[src/rtl/codec_if.sv]
// Pixel bus between an HDMI-style source, the codec and its sink.
// Carries the per-sample mode bit, syncs, valid qualifier and N lanes of Y/Cr/Cb bytes.
interface codec_if #(
    parameter int unsigned N = 2
);
    logic              en;
    logic              i_hdmi_v_sync;
    logic              i_hdmi_h_sync;
    logic              i_hdmi_data_valid;
    logic [N-1:0][7:0] i_hdmi_data_y;
    logic [N-1:0][7:0] i_hdmi_data_cr;
    logic [N-1:0][7:0] i_hdmi_data_cb;

    logic              o_hdmi_v_sync;
    logic              o_hdmi_h_sync;
    logic              o_hdmi_data_valid;
    logic [N-1:0][7:0] o_hdmi_data_y;
    logic [N-1:0][7:0] o_hdmi_data_cr;
    logic [N-1:0][7:0] o_hdmi_data_cb;

    modport master (
        output en, i_hdmi_v_sync, i_hdmi_h_sync, i_hdmi_data_valid,
        output i_hdmi_data_y, i_hdmi_data_cr, i_hdmi_data_cb,
        input  o_hdmi_v_sync, o_hdmi_h_sync, o_hdmi_data_valid,
        input  o_hdmi_data_y, o_hdmi_data_cr, o_hdmi_data_cb
    );

    modport slave (
        input  en, i_hdmi_v_sync, i_hdmi_h_sync, i_hdmi_data_valid,
        input  i_hdmi_data_y, i_hdmi_data_cr, i_hdmi_data_cb,
        output o_hdmi_v_sync, o_hdmi_h_sync, o_hdmi_data_valid,
        output o_hdmi_data_y, o_hdmi_data_cr, o_hdmi_data_cb
    );
endinterface

[src/rtl/codec.sv]
// Three-stage lossy pixel codec: 8-bit bytes quantized to 6-bit codes and rebuilt as 4q+1,
// or passed through exactly when en=0. The mode bit rides with each sample.
module codec #(
    parameter int unsigned N     = 2,
    parameter int unsigned X_RES = 2160,
    parameter int unsigned Y_RES = 1200
) (
    input logic     clk,
    input logic     rst,
    codec_if.slave  bus
);
    localparam int unsigned QW  = 6;
    localparam int unsigned CwW = 1 + 3 * N * QW;

    typedef logic [N-1:0][7:0] lanes_t;

    if (X_RES == 0 || Y_RES == 0) begin : g_bad_res
        $error("codec: X_RES and Y_RES must be non-zero");
    end

    // Stage 1: input register
    logic   en_s1_q, vs_s1_q, hs_s1_q, dv_s1_q;
    lanes_t y_s1_q, cr_s1_q, cb_s1_q;

    // Stage 2: codeword plus the parallel exact path
    logic           vs_s2_q, hs_s2_q, dv_s2_q;
    logic [CwW-1:0] cw_d, cw_q;
    lanes_t         byp_y_d, byp_cr_d, byp_cb_d;
    lanes_t         byp_y_q, byp_cr_q, byp_cb_q;

    // Stage 3: output register
    logic   o_vs_q, o_hs_q, o_dv_q;
    lanes_t out_y_d, out_cr_d, out_cb_d;
    lanes_t o_y_q, o_cr_q, o_cb_q;

    // Codeword layout, MSB first: en, cb[N-1..0], cr[N-1..0], y[N-1..0]
    always_comb begin
        cw_d          = '0;
        cw_d[CwW-1]   = en_s1_q;
        for (int l = 0; l < int'(N); l++) begin
            cw_d[l*QW +: QW]         = y_s1_q[l][7:2];
            cw_d[(N+l)*QW +: QW]     = cr_s1_q[l][7:2];
            cw_d[(2*N+l)*QW +: QW]   = cb_s1_q[l][7:2];
        end
    end

    // The exact path is zeroed in lossy mode so dropped LSBs never leave stage 1
    always_comb begin
        byp_y_d  = en_s1_q ? '0 : y_s1_q;
        byp_cr_d = en_s1_q ? '0 : cr_s1_q;
        byp_cb_d = en_s1_q ? '0 : cb_s1_q;
    end

    always_comb begin
        out_y_d  = '0;
        out_cr_d = '0;
        out_cb_d = '0;
        if (dv_s2_q) begin
            if (cw_q[CwW-1]) begin
                for (int l = 0; l < int'(N); l++) begin
                    out_y_d[l]  = {cw_q[l*QW +: QW], 2'b01};
                    out_cr_d[l] = {cw_q[(N+l)*QW +: QW], 2'b01};
                    out_cb_d[l] = {cw_q[(2*N+l)*QW +: QW], 2'b01};
                end
            end else begin
                out_y_d  = byp_y_q;
                out_cr_d = byp_cr_q;
                out_cb_d = byp_cb_q;
            end
        end
    end

    always_ff @(posedge clk) begin
        if (rst) begin
            en_s1_q  <= 1'b0;
            vs_s1_q  <= 1'b0;
            hs_s1_q  <= 1'b0;
            dv_s1_q  <= 1'b0;
            y_s1_q   <= '0;
            cr_s1_q  <= '0;
            cb_s1_q  <= '0;
            vs_s2_q  <= 1'b0;
            hs_s2_q  <= 1'b0;
            dv_s2_q  <= 1'b0;
            cw_q     <= '0;
            byp_y_q  <= '0;
            byp_cr_q <= '0;
            byp_cb_q <= '0;
            o_vs_q   <= 1'b0;
            o_hs_q   <= 1'b0;
            o_dv_q   <= 1'b0;
            o_y_q    <= '0;
            o_cr_q   <= '0;
            o_cb_q   <= '0;
        end else begin
            en_s1_q  <= bus.en;
            vs_s1_q  <= bus.i_hdmi_v_sync;
            hs_s1_q  <= bus.i_hdmi_h_sync;
            dv_s1_q  <= bus.i_hdmi_data_valid;
            y_s1_q   <= bus.i_hdmi_data_y;
            cr_s1_q  <= bus.i_hdmi_data_cr;
            cb_s1_q  <= bus.i_hdmi_data_cb;
            vs_s2_q  <= vs_s1_q;
            hs_s2_q  <= hs_s1_q;
            dv_s2_q  <= dv_s1_q;
            cw_q     <= cw_d;
            byp_y_q  <= byp_y_d;
            byp_cr_q <= byp_cr_d;
            byp_cb_q <= byp_cb_d;
            o_vs_q   <= vs_s2_q;
            o_hs_q   <= hs_s2_q;
            o_dv_q   <= dv_s2_q;
            o_y_q    <= out_y_d;
            o_cr_q   <= out_cr_d;
            o_cb_q   <= out_cb_d;
        end
    end

    assign bus.o_hdmi_v_sync     = o_vs_q;
    assign bus.o_hdmi_h_sync     = o_hs_q;
    assign bus.o_hdmi_data_valid = o_dv_q;
    assign bus.o_hdmi_data_y     = o_y_q;
    assign bus.o_hdmi_data_cr    = o_cr_q;
    assign bus.o_hdmi_data_cb    = o_cb_q;
endmodule

[src/flat_wrapper.sv]
// flat-port wrapper written by rule: the top's interface ports become plain ports
module codec_flat 
#(
    parameter int unsigned N     = 2,
    parameter int unsigned X_RES = 2160,
    parameter int unsigned Y_RES = 1200
)
  (clk, rst, bus_en, bus_i_hdmi_v_sync, bus_i_hdmi_h_sync, bus_i_hdmi_data_valid, bus_i_hdmi_data_y, bus_i_hdmi_data_cr, bus_i_hdmi_data_cb, bus_o_hdmi_v_sync, bus_o_hdmi_h_sync, bus_o_hdmi_data_valid, bus_o_hdmi_data_y, bus_o_hdmi_data_cr, bus_o_hdmi_data_cb);
  codec_if #(.N(N)) bus_i ();
  input logic clk;
  input logic rst;
  input wire logic [$bits(bus_i.en)-1:0] bus_en;
  input wire logic [$bits(bus_i.i_hdmi_v_sync)-1:0] bus_i_hdmi_v_sync;
  input wire logic [$bits(bus_i.i_hdmi_h_sync)-1:0] bus_i_hdmi_h_sync;
  input wire logic [$bits(bus_i.i_hdmi_data_valid)-1:0] bus_i_hdmi_data_valid;
  input wire logic [$bits(bus_i.i_hdmi_data_y)-1:0] bus_i_hdmi_data_y;
  input wire logic [$bits(bus_i.i_hdmi_data_cr)-1:0] bus_i_hdmi_data_cr;
  input wire logic [$bits(bus_i.i_hdmi_data_cb)-1:0] bus_i_hdmi_data_cb;
  output wire logic [$bits(bus_i.o_hdmi_v_sync)-1:0] bus_o_hdmi_v_sync;
  output wire logic [$bits(bus_i.o_hdmi_h_sync)-1:0] bus_o_hdmi_h_sync;
  output wire logic [$bits(bus_i.o_hdmi_data_valid)-1:0] bus_o_hdmi_data_valid;
  output wire logic [$bits(bus_i.o_hdmi_data_y)-1:0] bus_o_hdmi_data_y;
  output wire logic [$bits(bus_i.o_hdmi_data_cr)-1:0] bus_o_hdmi_data_cr;
  output wire logic [$bits(bus_i.o_hdmi_data_cb)-1:0] bus_o_hdmi_data_cb;
  assign bus_i.en = bus_en;
  assign bus_i.i_hdmi_v_sync = bus_i_hdmi_v_sync;
  assign bus_i.i_hdmi_h_sync = bus_i_hdmi_h_sync;
  assign bus_i.i_hdmi_data_valid = bus_i_hdmi_data_valid;
  assign bus_i.i_hdmi_data_y = bus_i_hdmi_data_y;
  assign bus_i.i_hdmi_data_cr = bus_i_hdmi_data_cr;
  assign bus_i.i_hdmi_data_cb = bus_i_hdmi_data_cb;
  assign bus_o_hdmi_v_sync = bus_i.o_hdmi_v_sync;
  assign bus_o_hdmi_h_sync = bus_i.o_hdmi_h_sync;
  assign bus_o_hdmi_data_valid = bus_i.o_hdmi_data_valid;
  assign bus_o_hdmi_data_y = bus_i.o_hdmi_data_y;
  assign bus_o_hdmi_data_cr = bus_i.o_hdmi_data_cr;
  assign bus_o_hdmi_data_cb = bus_i.o_hdmi_data_cb;
  codec #(.N(N), .X_RES(X_RES), .Y_RES(Y_RES)) u_core (.clk(clk), .rst(rst), .bus(bus_i));
endmodule
[config.mk]
export PLATFORM = sky130hd
export DESIGN_NAME = codec_flat
export DESIGN_NICKNAME = d
export VERILOG_FILES = /design/src/rtl/codec_if.sv /design/src/rtl/codec.sv /design/src/flat_wrapper.sv
export SDC_FILE = /design/constraint.sdc
export NUM_CORES = 1
export LEC_CHECK = 0
export BUFFER_PORTS_ARGS = -buffer_cell sky130_fd_sc_hd__buf_2
export CORE_ASPECT_RATIO = 1.4
export CORE_MARGIN = 5
export CORE_UTILIZATION = 45
export CTS_CLUSTER_DIAMETER = 40
export DETAILED_ROUTE_END_ITERATION = 8
export GPL_ROUTABILITY_DRIVEN = 0
export PLACE_DENSITY = 0.72
export SLEW_MARGIN = 20
export SYNTH_ARGS = -nofsm -noshare
export SYNTH_HDL_FRONTEND = slang
export SYNTH_SLANG_ARGS = --single-unit
[constraint.sdc]
create_clock -name clk -period 1.5 [get_ports clk]
set_input_delay 0.225 -clock clk [delete_from_list [all_inputs] [get_ports clk]]
set_output_delay 0.225 -clock clk [all_outputs]
set_load 0.01 [all_outputs]
==> results.cfg <==
[min_path]
min_path_type = in -> reg

[logic_synthesis]
synth_fp_nets = 506
synth_seq_cells = 191
yosysWarnings = 0
synthCells = 452
ys.flop_type = dfxtp_1
synth_edf_count = 0
synth.distinct_cells = 14
syn_area_sq_mm = 0.00552
synth.avg_cell_area_sq_um = 12.2
ys_async_sr_fraction_pct = 0
seq_area_frac_synth_pct = 69.3

[power_and_ir_drop]
pwr-share-comb_pct = 3.8
p_int_w = 0.00781
irDropWorstVdd_uv = 691
switchingPower_w = 0.00196
powerDensity_mw_per_mm2 = 1450
swShare_pct = 20.1
power.share.clock_pct = 42.0
pwr-share-seq_pct = 54.2
power.leakage_nw = 2.91

[timing]
finalHoldViolations = 0
maxSlewHeadroom_pct = 75.4
fin_crit_sh_pct = 78.4
finalSetupViolations = 0
layout_setup_ws_ps = 325
layout_min_cycle_time_ps = 1180
fmax_mhz = 851
finalClockSkew_ps = 6.56
tightest_slew_ps = 369
slew_viol_final = 0
setup-tns-final_ps = 0
rsz0062_at_grt = no

[global_routing]
grtUsageMet1_pct = 14.0
antenna_found_initial = 0
grt_pass1_wl_mm = 15.3
grt_pass1_vias = 3311
grt-ovfl-total = 0
use_met3_pct = 4.40
grt_max_degree = 43
grt_usage_pct = 13.3
grt_util_met2_pct = 22.6
grt_busiest_layer = met2

[finish]
nNetsFinal = 615
drive_above_1_share_pct = 25.4
num_antenna_cells = 0
syn_to_final_growth_pct = 22.1

[route]
num_vias = 3134
wl_mm = 9.08
wire_per_inst_microns = 12.5
viasPerCell = 4.33
antenna_left = 0
route.detailed.drc = 0
drtPass1Iterations = 4
drt_iter0_drc = 48

[setup_path]
crit_path_start_kind = register
path_class = reg -> reg
cpPeakStageDelay_ps = 390
r2r_setup_slack_ps = 320
arrival_ps = 1530
worstSetupEndpointType = register
crit_family = simple AND/OR/NAND/NOR gates
worstPathRequired_ps = 1860
crit_chain = buf_12, nor3b_4, and2_1
slowest_stage = dfxtp_2
cp.buffers_inverters = 1
critPathMaxFanout = 13

[clocking]
cts_setup_buffers = 0
cts.sinks = 191
cts_root_buf = clkbuf_16
clockBufferDepth = 2
htreeDepth = 4
cts_tree = yes
cts_buffers = 17
insertion_delay_ps = 410
cts.clk_slew.worst_paths_ps = 60

[floorplanning]
placementRows = 48
die-height_microns = 141
pin_count = 105
fp.dieW_microns = 104
dieArea_sq_mm = 0.0146
core_area_sq_mm = 0.0122
start_util_pct = 45.3

[placement]
dp_hpwl_mm = 6.24
dp_slack_ps = 317
port_buffers = 104

[flow_run]
max-cap-violations = 0

[run_status]
status = completed
[synth_stat cells (5+ instances only)]
master    instances  area share [%]
nor2b_1          82             9.3
buf_2             5            0.45
clkbuf_1          6            0.41
nor2_1           48             3.3
dfxtp_1         191              69
and2b_1          12             1.6
buf_6             7             1.4
buf_4             7            0.95
and2_1           54             6.1
mux2i_1          36             6.5
[area by class of cell]
type / count / area, sq um
clock buffers: 22 / 464
well taps: 150 / 188
inverters: 1 / 3.75
flip-flops and latches: 191 / 3820
multi-input cells: 235 / 1520
fillers: 1048 / 5450
repair buffers: 115 / 648
clock inverters: 10 / 88.8
[metal layers]
metal	up-vias	share of wire (%)	routed length (microns)
met4	0	3.2	295
met5	-	0	0
li1	1609	-	-
met1	1428	40	3590
met3	19	5.3	480
met2	78	52	4720
[metrics by stage]
| step | cells | cell area (sq um) | hold slack [ps] | total power (W) | util (%) |
|---|---|---|---|---|---|
| after floorplan | 452 | 5520 | 350 | 0.00564 | - |
| after global placement | 690 | 6160 | 410 | 0.00577 | 50.6 |
| after detailed placement | 690 | 6160 | 410 | 0.00579 | 50.6 |
| after CTS | 724 | 6740 | 0.220 | 0.00989 | 55.3 |
| after global routing | 724 | 6740 | 6.13 | 0.0102 | 55.3 |
| final | 724 | 6740 | 15.7 | 0.00978 | 55.3 |
[flip-flops by register name, indices dropped and copies added, names as in the netlist]
| register | cells |
|---|---|
| u_core.bus.o_hdmi_data_cr | 16 |
| u_core.byp_cb_q | 16 |
| u_core.cw_q | 37 |
| u_core.bus.o_hdmi_data_y | 16 |
| u_core.bus.o_hdmi_v_sync | 1 |
| u_core.bus.o_hdmi_data_valid | 1 |
| u_core.bus.o_hdmi_h_sync | 1 |
| u_core.hs_s1_q | 1 |
| u_core.byp_y_q | 16 |
| u_core.y_s1_q | 4 |
| u_core.bus.o_hdmi_data_cb | 16 |
| u_core.byp_cr_q | 16 |
| u_core.vs_s2_q | 1 |
| u_core.dv_s2_q | 1 |
| u_core.vs_s1_q | 1 |
| u_core.en_s1_q | 1 |
| u_core.hs_s2_q | 1 |
| u_core.dv_s1_q | 1 |
| u_core.cr_s1_q | 16 |
| u_core.cb_s1_q | 16 |
| u_core.cw_d | 12 |
[timing repair]
item	CTS	global route
hold buffers	2	0
gates resized for setup	0	0
endpoints found under the hold margin	2	0
[power groups by stage]
stage          Sequential (W)  Combinational, W  Clock (W)
2_1_floorplan         0.00540          0.000247          0
3_3_place_gp          0.00540          0.000362          0
3_5_place_dp          0.00541          0.000372          0
4_1_cts               0.00530          0.000378    0.00421
5_1_grt               0.00531          0.000414    0.00443
6_report              0.00530          0.000368    0.00411
[logic make-up (layout without fill, tap and decap cells)]
kind of cell  Yosys count  count (layout)  share of synthesized area (%)
buf+inv                26             148                           3.31
simple gates          199             199                           20.9
mux                    36              36                           6.53
flops                 191             191                           69.3
[layout by cell type, fill, tap and decap left out]
cell             n
mux2i_1         36
dlygate4sd3_1    2
clkinv_4         1
nor2_1          48
buf_4            7
nand2b_2         1
dfxtp_1        190
nor2b_1         82
nor3b_4          1
and2b_1         12
buf_2          103
bufinv_16        1
nor2_4           1
and2_1          54
clkbuf_16       17
buf_12           3
clkbuf_8         2
dfxtp_2          1
clkinv_2         4
inv_1            1
clkinvlp_4       4
clkbuf_1         3
[worst paths after layout]
path,from,end,depth (start not counted)
worst min-delay path,bus_i_hdmi_data_cb[13],u_core.cb_s1_q[13],2
worst min register to register,u_core.cb_s1_q[9],u_core.byp_cb_q[9],1
worst max register to register,u_core.cw_q[36],u_core.bus.o_hdmi_data_cr[1],3
worst max-delay path,u_core.cw_q[36],u_core.bus.o_hdmi_data_cr[1],3
Note: power is estimated with default switching activity, not from simulation.
